<file path="src/rtl/ram_if_pkg.sv">
// Shared types and helpers for the two-client Ram_if arbiter.
//   client_sel_t : index of a client (0 = instruction fetch, 1 = data access)
//   N_CLIENTS    : number of arbitrated clients
//   ADDR_W, DATA_W, BE_W : Ram_if field widths
//   rr_next()    : client preferred after the given one completes
package ram_if_pkg;

   localparam int unsigned N_CLIENTS = 2;
   localparam int unsigned ADDR_W    = 32;
   localparam int unsigned DATA_W    = 32;
   localparam int unsigned BE_W      = DATA_W / 8;

   typedef logic [0:0] client_sel_t;

   function automatic client_sel_t rr_next(client_sel_t sel);
      return ~sel;
   endfunction

endpackage

</file>
<file path="src/rtl/ram_if.sv">
// Ram_if bundle: single-cycle request/response memory port with a delay stall.
//   memory modport : seen by the block that serves requests (en..be in; data_r, delay out)
//   client modport : seen by the block that issues requests (en..be out; data_r, delay in)
interface ram_if;

   logic                             en;
   logic [ram_if_pkg::ADDR_W-1:0]    addr;
   logic [ram_if_pkg::DATA_W-1:0]    data_w;
   logic                             we;
   logic [ram_if_pkg::BE_W-1:0]      be;
   logic [ram_if_pkg::DATA_W-1:0]    data_r;
   logic                             delay;

   modport memory (
      input  en, addr, data_w, we, be,
      output data_r, delay
   );

   modport client (
      output en, addr, data_w, we, be,
      input  data_r, delay
   );

endinterface

</file>
<file path="src/rtl/ram_if_rr_arb.sv">
// Pure combinational two-way arbitration decision.
//   req      : per-client request (en) vector
//   lock     : hold the grant on lock_sel regardless of requests
//   lock_sel : current owner, also the idle selection
//   prio     : client that wins when both request
//   sel      : selected client
module ram_if_rr_arb
   import ram_if_pkg::*;
(
   input  logic [N_CLIENTS-1:0] req,
   input  logic                 lock,
   input  client_sel_t          lock_sel,
   input  client_sel_t          prio,
   output client_sel_t          sel
);

   always_comb begin
      sel = lock_sel;
      if (!lock) begin
         unique case (req)
            2'b01:   sel = client_sel_t'(0);
            2'b10:   sel = client_sel_t'(1);
            2'b11:   sel = prio;
            default: sel = lock_sel;
         endcase
      end
   end

endmodule

</file>
<file path="src/rtl/ram_if_arbiter2.sv">
// Merges two Ram_if masters onto one Ram_if root. The winner is forwarded with no added
// latency; a loser is stalled with delay for the following cycle. Responses are steered
// by the registered owner so the response path is independent of the next request.
//   clk, reset : clock and synchronous active-high reset
//   client_0   : instruction-fetch request port
//   client_1   : data-access request port
//   mem        : merged request toward the split tree
module ram_if_arbiter2
   import ram_if_pkg::*;
#(
   parameter int unsigned FIXED_PRIORITY = 0,
   parameter int unsigned LOCK_ON_DELAY  = 1
) (
   input logic   clk,
   input logic   reset,
   ram_if.memory client_0,
   ram_if.memory client_1,
   ram_if.client mem
);

   if (LOCK_ON_DELAY != 1) begin : g_lock_check
      $error("ram_if_arbiter2: LOCK_ON_DELAY=0 is not supported");
   end

   client_sel_t          owner_q;
   logic                 pend_q;
   logic [N_CLIENTS-1:0] denied_q;
   client_sel_t          prio_q;

   logic [N_CLIENTS-1:0] req;
   logic                 lock;
   logic                 done;
   client_sel_t          prio_eff;
   client_sel_t          arb_prio;
   client_sel_t          sel;
   logic                 fwd_en;

   always_comb begin
      req  = {client_1.en, client_0.en};
      lock = pend_q & mem.delay;
      done = pend_q & ~mem.delay;
      // A completion this cycle already flips the preference for a conflict this cycle.
      prio_eff = done ? rr_next(owner_q) : prio_q;
      arb_prio = (FIXED_PRIORITY != 0) ? client_sel_t'(0) : prio_eff;
   end

   ram_if_rr_arb u_arb (
      .req      (req),
      .lock     (lock),
      .lock_sel (owner_q),
      .prio     (arb_prio),
      .sel      (sel)
   );

   always_comb begin
      if (sel == client_sel_t'(1)) begin
         fwd_en     = client_1.en;
         mem.addr   = client_1.addr;
         mem.data_w = client_1.data_w;
         mem.be     = client_1.be;
         mem.we     = client_1.we & ~reset;
      end else begin
         fwd_en     = client_0.en;
         mem.addr   = client_0.addr;
         mem.data_w = client_0.data_w;
         mem.be     = client_0.be;
         mem.we     = client_0.we & ~reset;
      end
      fwd_en = fwd_en & ~reset;
      mem.en = fwd_en;

      client_0.data_r = mem.data_r;
      client_1.data_r = mem.data_r;
      client_0.delay  = ~reset &
                        (denied_q[0] | ((owner_q == client_sel_t'(0)) & lock));
      client_1.delay  = ~reset &
                        (denied_q[1] | ((owner_q == client_sel_t'(1)) & lock));
   end

   always_ff @(posedge clk) begin
      if (reset) begin
         owner_q  <= client_sel_t'(0);
         pend_q   <= 1'b0;
         denied_q <= '0;
         prio_q   <= client_sel_t'(0);
      end else begin
         owner_q     <= sel;
         pend_q      <= fwd_en;
         denied_q[0] <= client_0.en & (sel != client_sel_t'(0));
         denied_q[1] <= client_1.en & (sel != client_sel_t'(1));
         if (done) begin
            prio_q <= rr_next(sel);
         end
      end
   end

endmodule

</file>
<file path="src/flat_wrapper.sv">
// flat-port wrapper written by rule: the top's interface ports become plain ports
module ram_if_arbiter2_flat import ram_if_pkg::*;
#(
   parameter int unsigned FIXED_PRIORITY = 0,
   parameter int unsigned LOCK_ON_DELAY  = 1
)
  (clk, reset, client_0_en, client_0_addr, client_0_data_w, client_0_we, client_0_be, client_0_data_r, client_0_delay, client_1_en, client_1_addr, client_1_data_w, client_1_we, client_1_be, client_1_data_r, client_1_delay, mem_en, mem_addr, mem_data_w, mem_we, mem_be, mem_data_r, mem_delay);
  ram_if client_0_i ();
  ram_if client_1_i ();
  ram_if mem_i ();
  input logic clk;
  input logic reset;
  input wire logic [$bits(client_0_i.en)-1:0] client_0_en;
  input wire logic [$bits(client_0_i.addr)-1:0] client_0_addr;
  input wire logic [$bits(client_0_i.data_w)-1:0] client_0_data_w;
  input wire logic [$bits(client_0_i.we)-1:0] client_0_we;
  input wire logic [$bits(client_0_i.be)-1:0] client_0_be;
  output wire logic [$bits(client_0_i.data_r)-1:0] client_0_data_r;
  output wire logic [$bits(client_0_i.delay)-1:0] client_0_delay;
  input wire logic [$bits(client_1_i.en)-1:0] client_1_en;
  input wire logic [$bits(client_1_i.addr)-1:0] client_1_addr;
  input wire logic [$bits(client_1_i.data_w)-1:0] client_1_data_w;
  input wire logic [$bits(client_1_i.we)-1:0] client_1_we;
  input wire logic [$bits(client_1_i.be)-1:0] client_1_be;
  output wire logic [$bits(client_1_i.data_r)-1:0] client_1_data_r;
  output wire logic [$bits(client_1_i.delay)-1:0] client_1_delay;
  output wire logic [$bits(mem_i.en)-1:0] mem_en;
  output wire logic [$bits(mem_i.addr)-1:0] mem_addr;
  output wire logic [$bits(mem_i.data_w)-1:0] mem_data_w;
  output wire logic [$bits(mem_i.we)-1:0] mem_we;
  output wire logic [$bits(mem_i.be)-1:0] mem_be;
  input wire logic [$bits(mem_i.data_r)-1:0] mem_data_r;
  input wire logic [$bits(mem_i.delay)-1:0] mem_delay;
  assign client_0_i.en = client_0_en;
  assign client_0_i.addr = client_0_addr;
  assign client_0_i.data_w = client_0_data_w;
  assign client_0_i.we = client_0_we;
  assign client_0_i.be = client_0_be;
  assign client_0_data_r = client_0_i.data_r;
  assign client_0_delay = client_0_i.delay;
  assign client_1_i.en = client_1_en;
  assign client_1_i.addr = client_1_addr;
  assign client_1_i.data_w = client_1_data_w;
  assign client_1_i.we = client_1_we;
  assign client_1_i.be = client_1_be;
  assign client_1_data_r = client_1_i.data_r;
  assign client_1_delay = client_1_i.delay;
  assign mem_en = mem_i.en;
  assign mem_addr = mem_i.addr;
  assign mem_data_w = mem_i.data_w;
  assign mem_we = mem_i.we;
  assign mem_be = mem_i.be;
  assign mem_i.data_r = mem_data_r;
  assign mem_i.delay = mem_delay;
  ram_if_arbiter2 #(.FIXED_PRIORITY(FIXED_PRIORITY), .LOCK_ON_DELAY(LOCK_ON_DELAY)) u_core (.clk(clk), .reset(reset), .client_0(client_0_i), .client_1(client_1_i), .mem(mem_i));
endmodule
</file>
<file path="config.mk">
export PLATFORM = sky130hd
export DESIGN_NAME = ram_if_arbiter2_flat
export DESIGN_NICKNAME = d
export VERILOG_FILES = /design/src/rtl/ram_if_pkg.sv /design/src/rtl/ram_if.sv /design/src/rtl/ram_if_rr_arb.sv /design/src/rtl/ram_if_arbiter2.sv /design/src/flat_wrapper.sv
export SDC_FILE = /design/constraint.sdc
export NUM_CORES = 1
export LEC_CHECK = 0
export CORE_AREA = 2 2 122 124
export CTS_CLUSTER_SIZE = 8
export DETAILED_ROUTE_END_ITERATION = 16
export DIE_AREA = 0 0 124 126
export MAX_ROUTING_LAYER = met4
export PLACE_DENSITY = 0.49
export SETUP_SLACK_MARGIN = 0.02
export SLEW_MARGIN = 20
export SYNTH_ARGS = -nofsm -noshare
export SYNTH_HDL_FRONTEND = slang
export SYNTH_HIERARCHICAL = 1
export SYNTH_SLANG_ARGS = --single-unit
</file>
<file path="constraint.sdc">
create_clock -name clk -period 2.4 [get_ports clk]
set_input_delay 0.36 -clock clk [delete_from_list [all_inputs] [get_ports clk]]
set_output_delay 0.36 -clock clk [all_outputs]
set_load 0.03 [all_outputs]
</file>
== Word-level counts from Yosys, hierarchy flattened ==
Cells that the tools add are included.

* Bits in registers: 5
* Output and inout bits: 136
* Input bits: 175
* Logic and storage cells: 32

* Muxes and demuxes: 8
* Eq/ne operators: 3
* Bitwise gates (word level): 17

{| class="wikitable"
|+ Operators with widths
! operator !! count
|-
| $mux 32 || 2
|-
| $and 1x1->1 || 11
|-
| $eq 2x2->1 const B || 2
|-
| $mux 1 || 4
|-
| $mux 4 || 1
|-
| $not 1->1 || 4
|-
| $pmux 1 s3 || 1
|-
| $eq 2x1->1 const B || 1
|-
| $or 1x1->1 || 2
|}

== Depth between registers and ports, before layout ==
Gate-level depths: netlist of run 1.

* Depth in word-level cells: 7
* Gate-level depth with buffers: 8
* Mapped depth without buffers: 6

== Modules after synthesis ==
The synthesis of run 1 kept the hierarchy.

{| class="wikitable"
|+ Modules (own cells, without submodules)
! module !! area an instance (µm²) !! seq. area each (µm²) !! cells each !! times used
|-
| ram_if_arbiter2 || 1,517.7 || 100.1 || 165 || 1
|-
| ram_if_rr_arb || 35.0 || 0.0 || 4 || 1
|}

== Worst setup path after synthesis of run 1 ==
No wires, ideal clock.

* Path type: flip-flop to output port
* From: register u_core.pend_q
* To: output port mem_en
* Stages on the path, launching flop included: 9
* Path buffers: 2
* Path slack: 268 ps
* Data required time: 2,040 ps
* Data arrival time: 1,772 ps
* Path through: dfxtp_1 -> nor2b_1 -> mux2i_1 -> nand2_1 -> a2bb2oi_2 -> buf_6 -> buf_2 -> mux2i_1 -> nor2_1

* Word-level cells in the longest chain between the ends: 6
* Elaborated cells on any way between the ends: 7
* Classes of those cells: mux: 4; bitwise: 3

{| class="wikitable"
|+ Ends and longest elaborated chain
! item !! RTL line !! text
|-
| from (decl) || ram_if_arbiter2.sv:26 || <nowiki>logic pend_q;</nowiki>
|-
| from (signal assigned) || ram_if_arbiter2.sv:88 || <nowiki>pend_q <= fwd_en;</nowiki>
|-
| $and 1x1->1 || ram_if_arbiter2.sv:41 || <nowiki>done = pend_q & ~mem.delay;</nowiki>
|-
| $mux 1 || ram_if_arbiter2.sv:43 || <nowiki>prio_eff = done ? rr_next(owner_q) : prio_q;</nowiki>
|-
| net u_core.arb_prio || ram_if_arbiter2.sv:34 || <nowiki>client_sel_t arb_prio;</nowiki>
|-
| $pmux 1 s3 || ram_if_rr_arb.sv:20 || <nowiki>unique case (req)</nowiki>
|-
| $mux 1 || ram_if_rr_arb.sv:19 || <nowiki>if (!lock) begin</nowiki>
|-
| net u_core.sel || ram_if_arbiter2.sv:35 || <nowiki>client_sel_t sel;</nowiki>
|-
| $mux 1 || ram_if_arbiter2.sv:56 || <nowiki>if (sel == client_sel_t'(1)) begin</nowiki>
|-
| $and 1x1->1 || ram_if_arbiter2.sv:69 || <nowiki>fwd_en = fwd_en & ~reset;</nowiki>
|-
| to (decl) || flat_wrapper.sv:27 || <nowiki>output wire logic [$bits(mem_i.en)-1:0] mem_en;</nowiki>
|}

The timed path passes the listed nets, and every way through them passes these cells.

== Worst setup path after layout of run 1 ==
* From: register u_core.pend_q
* To: output port mem_data_w[28]

* Elaborated cells on any way between the ends: 6
* Classes of those cells: mux: 4; bitwise: 2

{| class="wikitable"
|+ RTL lines
! item !! RTL line !! text
|-
| $and 1x1->1 || ram_if_arbiter2.sv:40 || <nowiki>lock = pend_q & mem.delay;</nowiki>
|-
| net u_core.lock || ram_if_arbiter2.sv:31 || <nowiki>logic lock;</nowiki>
|-
| $mux 1 || ram_if_rr_arb.sv:19 ||
|-
| net u_core.sel || ram_if_arbiter2.sv:35 ||
|-
| $mux 32 || ram_if_arbiter2.sv:56 ||
|-
| to (decl) || flat_wrapper.sv:29 || <nowiki>output wire logic [$bits(mem_i.data_w)-1:0] mem_data_w;</nowiki>
|}

The timed path passes the listed nets, and every way through them passes these cells.

==> metrics.md, run 1 <==
| Metric | Value |
|---|---|
| Register bit count reported by yosys | 5 |
| Tot Pwr | between 1.5 and 2 mW |
| Worst Path Required | about 2000 ps |
| Worst slew pin tran | 337.5 ps |
| CTS H-tree depth | 1 |
| Residual DRC | 0 |
| Setup repair after global routing missed its margin | yes |
| Cells on worst reg2reg path | 8 |
| Commonest non-fill, non-tap cell in the layout | clkdlybuf4s50_1 |
| Final setup fails | 53 |
| R2R Path Start | u_core/pend_q |
| Hold Crit Depth | 2 |
| Hold_sp | u_core/prio_q |
| Clock buffer depth | 2 |
| Clk sinks | 5 |
| Post-Syn Nets | 344 |
| WL/cell | 14.38 um |
| Layout cells sized above 1 | 0.5219 |
| Routed vias | approximately 1,800 |
| Hold EP | u_core/prio_q |
| Die Footprint | 15,620 sq um |
| CTS Buf Count | 3 |
| Vias in the first global route | 1,933 |
| Pwr/cell area | 380.7 nW/um^2 |
| Worst clock skew | 1.692 ps |
| Fin nets | 519 |
| Status | finished, violations left |
| CTS tree | done |
| Setup ws final | -103.6 ps |
| Max Clk Rate | about 0.40 GHz |
| Minimum clock period | 2504 ps |
| Register area share after synthesis | 0.06446 |
| Die H | 126 um |
| Grt ovf | 0 |
| Total track usage | 0.08968 |
| Post-Layout Cell Count | approximately 530 |
| Violated checks | negative setup slack |
| Critical-path top delay cell | mux2_2 |
| Clock-pin slew on the worst setup and hold paths | 30 ps |
| First drt pass iteration count | 4 |
| Fin crit share | 1.043 |
| Area grow syn2layout | 154.6% |
| Crit path kind | flip-flop to output port |
| Fin. max-slew vios | 0 |
| Die span in x | 124 um |
| Most frequent cells in the layout | clkdlybuf4s50_1, mux2_2, clkdlybuf4s15_2 |
| Max-Cap Viols | 0 |
| CP endpoint kind | output port |
| Headroom to the max-slew limit | 0.7743 |
| Fillers | about 1,500 |
| Syn avg cell area | ~9.2 sq um |
| Initial Util | 0.1085 |
| Worst-Skew Late Latency | approximately 220 ps |
| CP cell instances | buf_6 -> and2_4 -> and2b_2 -> a2bb2oi_4 -> buf_12 -> mux2_2 -> clkdlybuf4s15_2 |
| Root Buffer | clkbuf_16 |
| Area of the mapped netlist | 1553 sq um |
| Netlist cell types | 21 |
| CP max stage delay | 360 ps |
| R2R Setup Slk | ~500 ps |
| Number of cell rows | 44 |
| Critical path peak fanout | 39 |
| Hpwl dp | 6136 um |
| Port Buffer Count | 214 |
| LEAKAGE | 1.588 nW |
| First-pass GRT wire length | a little over 10,000 um |
| CP arrival | 2140 ps |
| Initial antenna violation count | 1 |
| Final hold violation count | 0 |
| Peak supply drop | between 0.00015 and 0.0002 V |
| Yosys warns | 6 |
| Initial DRC count | 16 |
| Gpl congestion | 0.8145 |
| Gate Count Post-Synth | 169 |
| Dpl cells | ~510 |
| HP Class | flip-flop to flip-flop |
| IO Count | 311 |
| Drt total wl | between 7000 and 8000 um |
| FF-to-FF End | u_core/prio_q |
| Via density | 3.496 |
| Routed Antenna Nets | 0 |
| Critical Path Source Type | flip-flop |
| Hold_buf cts | 0 |
| Largest net degree at the start of global routing | 40 |
| Core Footprint | roughly 14,000 sq um |
==> synthesized netlist by cell type, drive strengths merged <==
cell	instances	share of area
dfxtp	5	0.064
nor3b	1	0.0048
and2	2	0.0081
inv	2	0.0048
o31ai	1	0.0048
a21oi	1	0.0032
nand3b	1	0.0048
mux2i	3	0.019
nor2	4	0.0097
nor2b	2	0.0081
buf	72	0.34
mux2	68	0.49
a31oi	1	0.0040
clkbuf	1	0.0024
nand2	1	0.0024
or4b	1	0.0064
a2bb2oi	1	0.0097
and2b	2	0.010
==> cell families after synthesis <==
kind of cell,share of synthesized area
AO/OA/AOI/OAI,0.02176
buffers and inverters,0.3465
flip-flops,0.06447
AND/OR/NAND/NOR,0.05479
multiplexers,0.5125
==> registers in the layout, indices dropped and copies added (netlist names) <==
signal	count
u_core/prio_q	1
u_core/pend_q	1
u_core/owner_q	1
u_core/denied_q	2
==> power by group <==
group          switching (mW)  internal [mW]
combinational           0.494          0.648
sequential            0.00316         0.0895
clock                  0.0505          0.220
total                   0.548          0.957
==> worst max-delay path by stage <==
stage | cells after the start | end | start
global placement | 8 | mem_addr[31] | mem_delay
finish | 7 | mem_data_w[28] | u_core/pend_q
CTS | 7 | mem_data_w[11] | u_core/pend_q
detailed placement | 8 | mem_addr[23] | mem_delay
global route | 7 | mem_data_w[30] | u_core/pend_q
floorplan | 8 | mem_en | u_core/pend_q
==> metal layers <==
| layer | track usage | vias up | share of wire |
|---|---|---|---|
| li1 | - | 866 | - |
| met1 | 0.07934 | 814 | 0.31 |
| met2 | 0.1797 | 141 | 0.56 |
| met3 | 0.03080 | 25 | 0.12 |
| met4 | 0.01652 | 0 | 0.017 |
| met5 | - | - | 0 |
==> critical path: cells and delay by family, from the launching register on <==
| family | cells | cell delay (ps) |
|---|---|---|
| compound gates | 1 | 190 |
| flops | 1 | 330 |
| mux | 1 | 360 |
| buf+inv | 3 | 630 |
| simple gates | 2 | 370 |
==> per-stage QoR <==
stage | hold WS [ps] | setup slack, ps | utilization | area [sq um] | setup TNS [ps]
finish | 466.8 | -103.6 | 0.2762 | 3954 | -3750
global route | 485.6 | -192.4 | 0.2762 | 3954 | -8641
CTS | 475.9 | -171.6 | 0.2677 | 3832 | -5381
detailed placement | 476.5 | -723.1 | 0.2442 | 3496 | -44160
global placement | 480.1 | -692.9 | 0.2442 | 3496 | -42470
floorplan | 446.3 | 268.5 | - | 1553 | 0
==> final cells by class <==
type,instances,area (sq um),share of cell area
Sequential cell,5,101.3,0.02563
Inverter,2,7.507,0.001899
Timing Repair Buffer,243,2510,0.6348
Multi-Input combinational cell,89,1023,0.2589
Tap cell,184,230.2,0.05823
Antenna cell,1,2.502,0.0006329
Clock buffer,4,78.83,0.01994
==> timing repair <==
| action | CTS | global route |
|---|---|---|
| pin swaps | 1 | 1 |
| resized for setup | 238 | 76 |
| buffers inserted | 9 | 7 |
| endpoints found under the setup margin | 70 | 70 |
| gates cloned | 1 | 0 |
Power figures use the tool's default switching activity.
==> inputs of run 2 (changes only) <==
--- a/config.mk
+++ b/config.mk
@@ -6,6 +6,7 @@
 export NUM_CORES = 1
 export LEC_CHECK = 0
 export CORE_AREA = 2 2 122 124
+export CTS_CLUSTER_DIAMETER = 200
 export CTS_CLUSTER_SIZE = 8
 export DETAILED_ROUTE_END_ITERATION = 16
 export DIE_AREA = 0 0 124 126
==> results of run 2 <==
No change in the layout: final DEF, timing and power equal those of run 1.
==> RTL edit (settings of run 2) <==
Change the package constant `DATA_W` from 32 to 28.
--- a/src/rtl/ram_if_pkg.sv
+++ b/src/rtl/ram_if_pkg.sv
@@ -8,5 +8,5 @@
    localparam int unsigned N_CLIENTS = 2;
    localparam int unsigned ADDR_W    = 32;
-   localparam int unsigned DATA_W    = 32;
+   localparam int unsigned DATA_W    = 28;
    localparam int unsigned BE_W      = DATA_W / 8;
 
Ports: changed (9 resized); port bits go from 311 to 284. The function was not compared with the original's and may differ.
==> RTL edit against run 2 <==
  * Worst setup slack got worse by 0.018 ns
  * Routed wire length rose by 7.3%
  * Clock power rose by 2%
  * Register-to-register slack got worse by 0.16 ns
  * Fmax fell by 0.71%
  * Synthesized cell count fell by 8.3%
  * Clock skew barely moved
  * Sequential cell count did not move
  * Critical path type is now primary input to primary output
  * Total power rose by 13%
  * Largest cell class unchanged
  * Area after synthesis fell by 6.8%
  * Combinational power rose by 17%
  * Count of clock-buffer cells in the layout did not move
  * Final area rose by 6.8%
  * Die area did not move
  * The flow still finishes with violations (setup timing)
==> RTL edit: results (changes against run 2) <==
[timing]
setup_tns_ns = -4.175  ; was -3.750 ns
skew_ns = 0.002006  ; was 0.001692 ns
setup_viol_count_final = 60  ; was 53
slew_headroom = 0.7932  ; was 0.7743
setup_ws_ns = -0.1216  ; was -0.1036 ns

[layout]
fill_cells = 1502  ; was 1527
drive_gt1_frac = 0.5428  ; was 0.5219
layout.nets = 501  ; was 519
diodes = 0  ; was 1

[routing]
via_count = 1827  ; was 1846
firstDrtPassIters = 3  ; was 4
avgViaCountPerCell = 3.493  ; was 3.496
routed_wirelength_mm = 8.147  ; was 7.595 mm
drt_iter0_drc = 24  ; was 16
drt-met1-wl_mm = 3.146  ; was 2.338 mm
met2_length_mm = 4.141  ; was 4.233 mm

[yosys]
synthTopCellsByCount = mux2_2, buf_4, dfxtp_1  ; was mux2_2, buf_4, buf_2
syn_avg_cell_area_um2 = 9.340  ; was 9.188 um^2
syn_nets = 316  ; was 344
synthArstFlopShare = 0  ; unchanged
synthTopCellsByArea = mux2_2, buf_4, dfxtp_1  ; unchanged
synth_cell_types = 20  ; was 21
ys_seq_area_frac = 0.06914  ; was 0.06446
synth_flop_cell = dfxtp_1  ; unchanged

[grt]
use_met2 = 0.1758  ; was 0.1797
grt_max_degree = 10  ; was 40
grt_usage = 0.09669  ; was 0.08968
grt_antenna_before_repair = 0  ; was 1
grt_pass1_wl_mm = 11.11  ; was 10.21 mm
grt_pass1_vias = 2077  ; was 1933
met1_usage = 0.1100  ; was 0.07934

[power]
peakVddDrop_uv = 154.7  ; was 177.3 uV
p_sw_frac = 0.3497  ; was 0.3641
p_leak_nw = 1.822  ; was 1.588 nW
powerClk_w = 0.000275  ; was 0.000270 W
combinationalPower_w = 0.00133  ; was 0.00114 W
clock_power_share = 0.162  ; was 0.180

[setup_path]
cp_max_fo = 5  ; was 39
crit_slowest_cell = mux2_4  ; was mux2_2
cpPeakStageDelay_ns = 0.31  ; was 0.36 ns
reg2reg_slack_ns = 0.34  ; was 0.50 ns
critPathCapture = mem_data_w[4]  ; was mem_data_w[28]
startpoint = mem_delay  ; was u_core/pend_q
cp.arrival_ns = 2.16  ; was 2.14 ns
rr_worst_depth = 9  ; was 8

[status]
violations = setup timing  ; unchanged
status = finished, violations left  ; unchanged

[placed_design]
gp_congestion = 0.7340  ; was 0.8145
dp_hpwl_mm = 5.425  ; was 6.136 mm
dp.cells = 484  ; was 506

[clocking]
cts_setup_buffers = 23  ; was 9
cts-resized-gates = 404  ; was 238

==> RTL edit: cell count changes after synthesis <==
cell and delta:
mux2_2 -5, buf_4 -7, buf_2 -3, clkbuf_1 -1
buf_6 +2
==> RTL edit: stage by stage <==
step / utilization / worst slack [ns] / area [um^2]
after floorplan: - / 0.2409 / 1448
after global placement: 0.2288 / -0.7216 / 3274
after detailed placement: 0.2288 / -0.7104 / 3274
after CTS: 0.2807 / -0.1441 / 4018
after global routing: 0.2951 / -0.2127 / 4224
final: 0.2951 / -0.1216 / 4224
==> RTL edit: layout make-up <==
type | instances | share of cell area
Clock buffer | 4 | 0.01866
Multi-Input combinational cell | 84 | 0.2565
Tap cell | 184 | 0.05450
Timing Repair Buffer | 244 | 0.6445
Inverter | 2 | 0.001777
Sequential cell | 5 | 0.02399
==> RTL edit: worst min-delay path, delay by kind of cell, from the launching register on <==
| kind | cells | cell delay, ns |
|---|---|---|
| buffers and inverters | 1 | 0.07 |
| AOI/OAI and AO/OA | 1 | 0.08 |
| DFF | 1 | 0.29 |
==> RTL edit: how the worst min path moves through the flow <==
stage	startpoint	to	slack [ns]	cells after the start
5_1_grt	u_core/prio_q	u_core/prio_q	0.52	2
4_1_cts	u_core/prio_q	u_core/prio_q	0.49	2
2_1_floorplan	u_core/prio_q	u_core/prio_q	0.45	2
3_5_place_dp	u_core/prio_q	u_core/prio_q	0.49	2
6_report	u_core/prio_q	u_core/prio_q	0.49	2
3_3_place_gp	u_core/prio_q	u_core/prio_q	0.47	2
==> RTL edit: cell families (layout without fill, tap and decap cells) <==
logic type / Yosys count / in the layout / synth area share
muxes: 66 / 66 / 0.5108
buffers and inverters: 66 / 250 / 0.3379
and+or+nand+nor: 14 / 14 / 0.05877
DFF: 5 / 5 / 0.06915
AOI/OAI and AO/OA: 4 / 4 / 0.02333
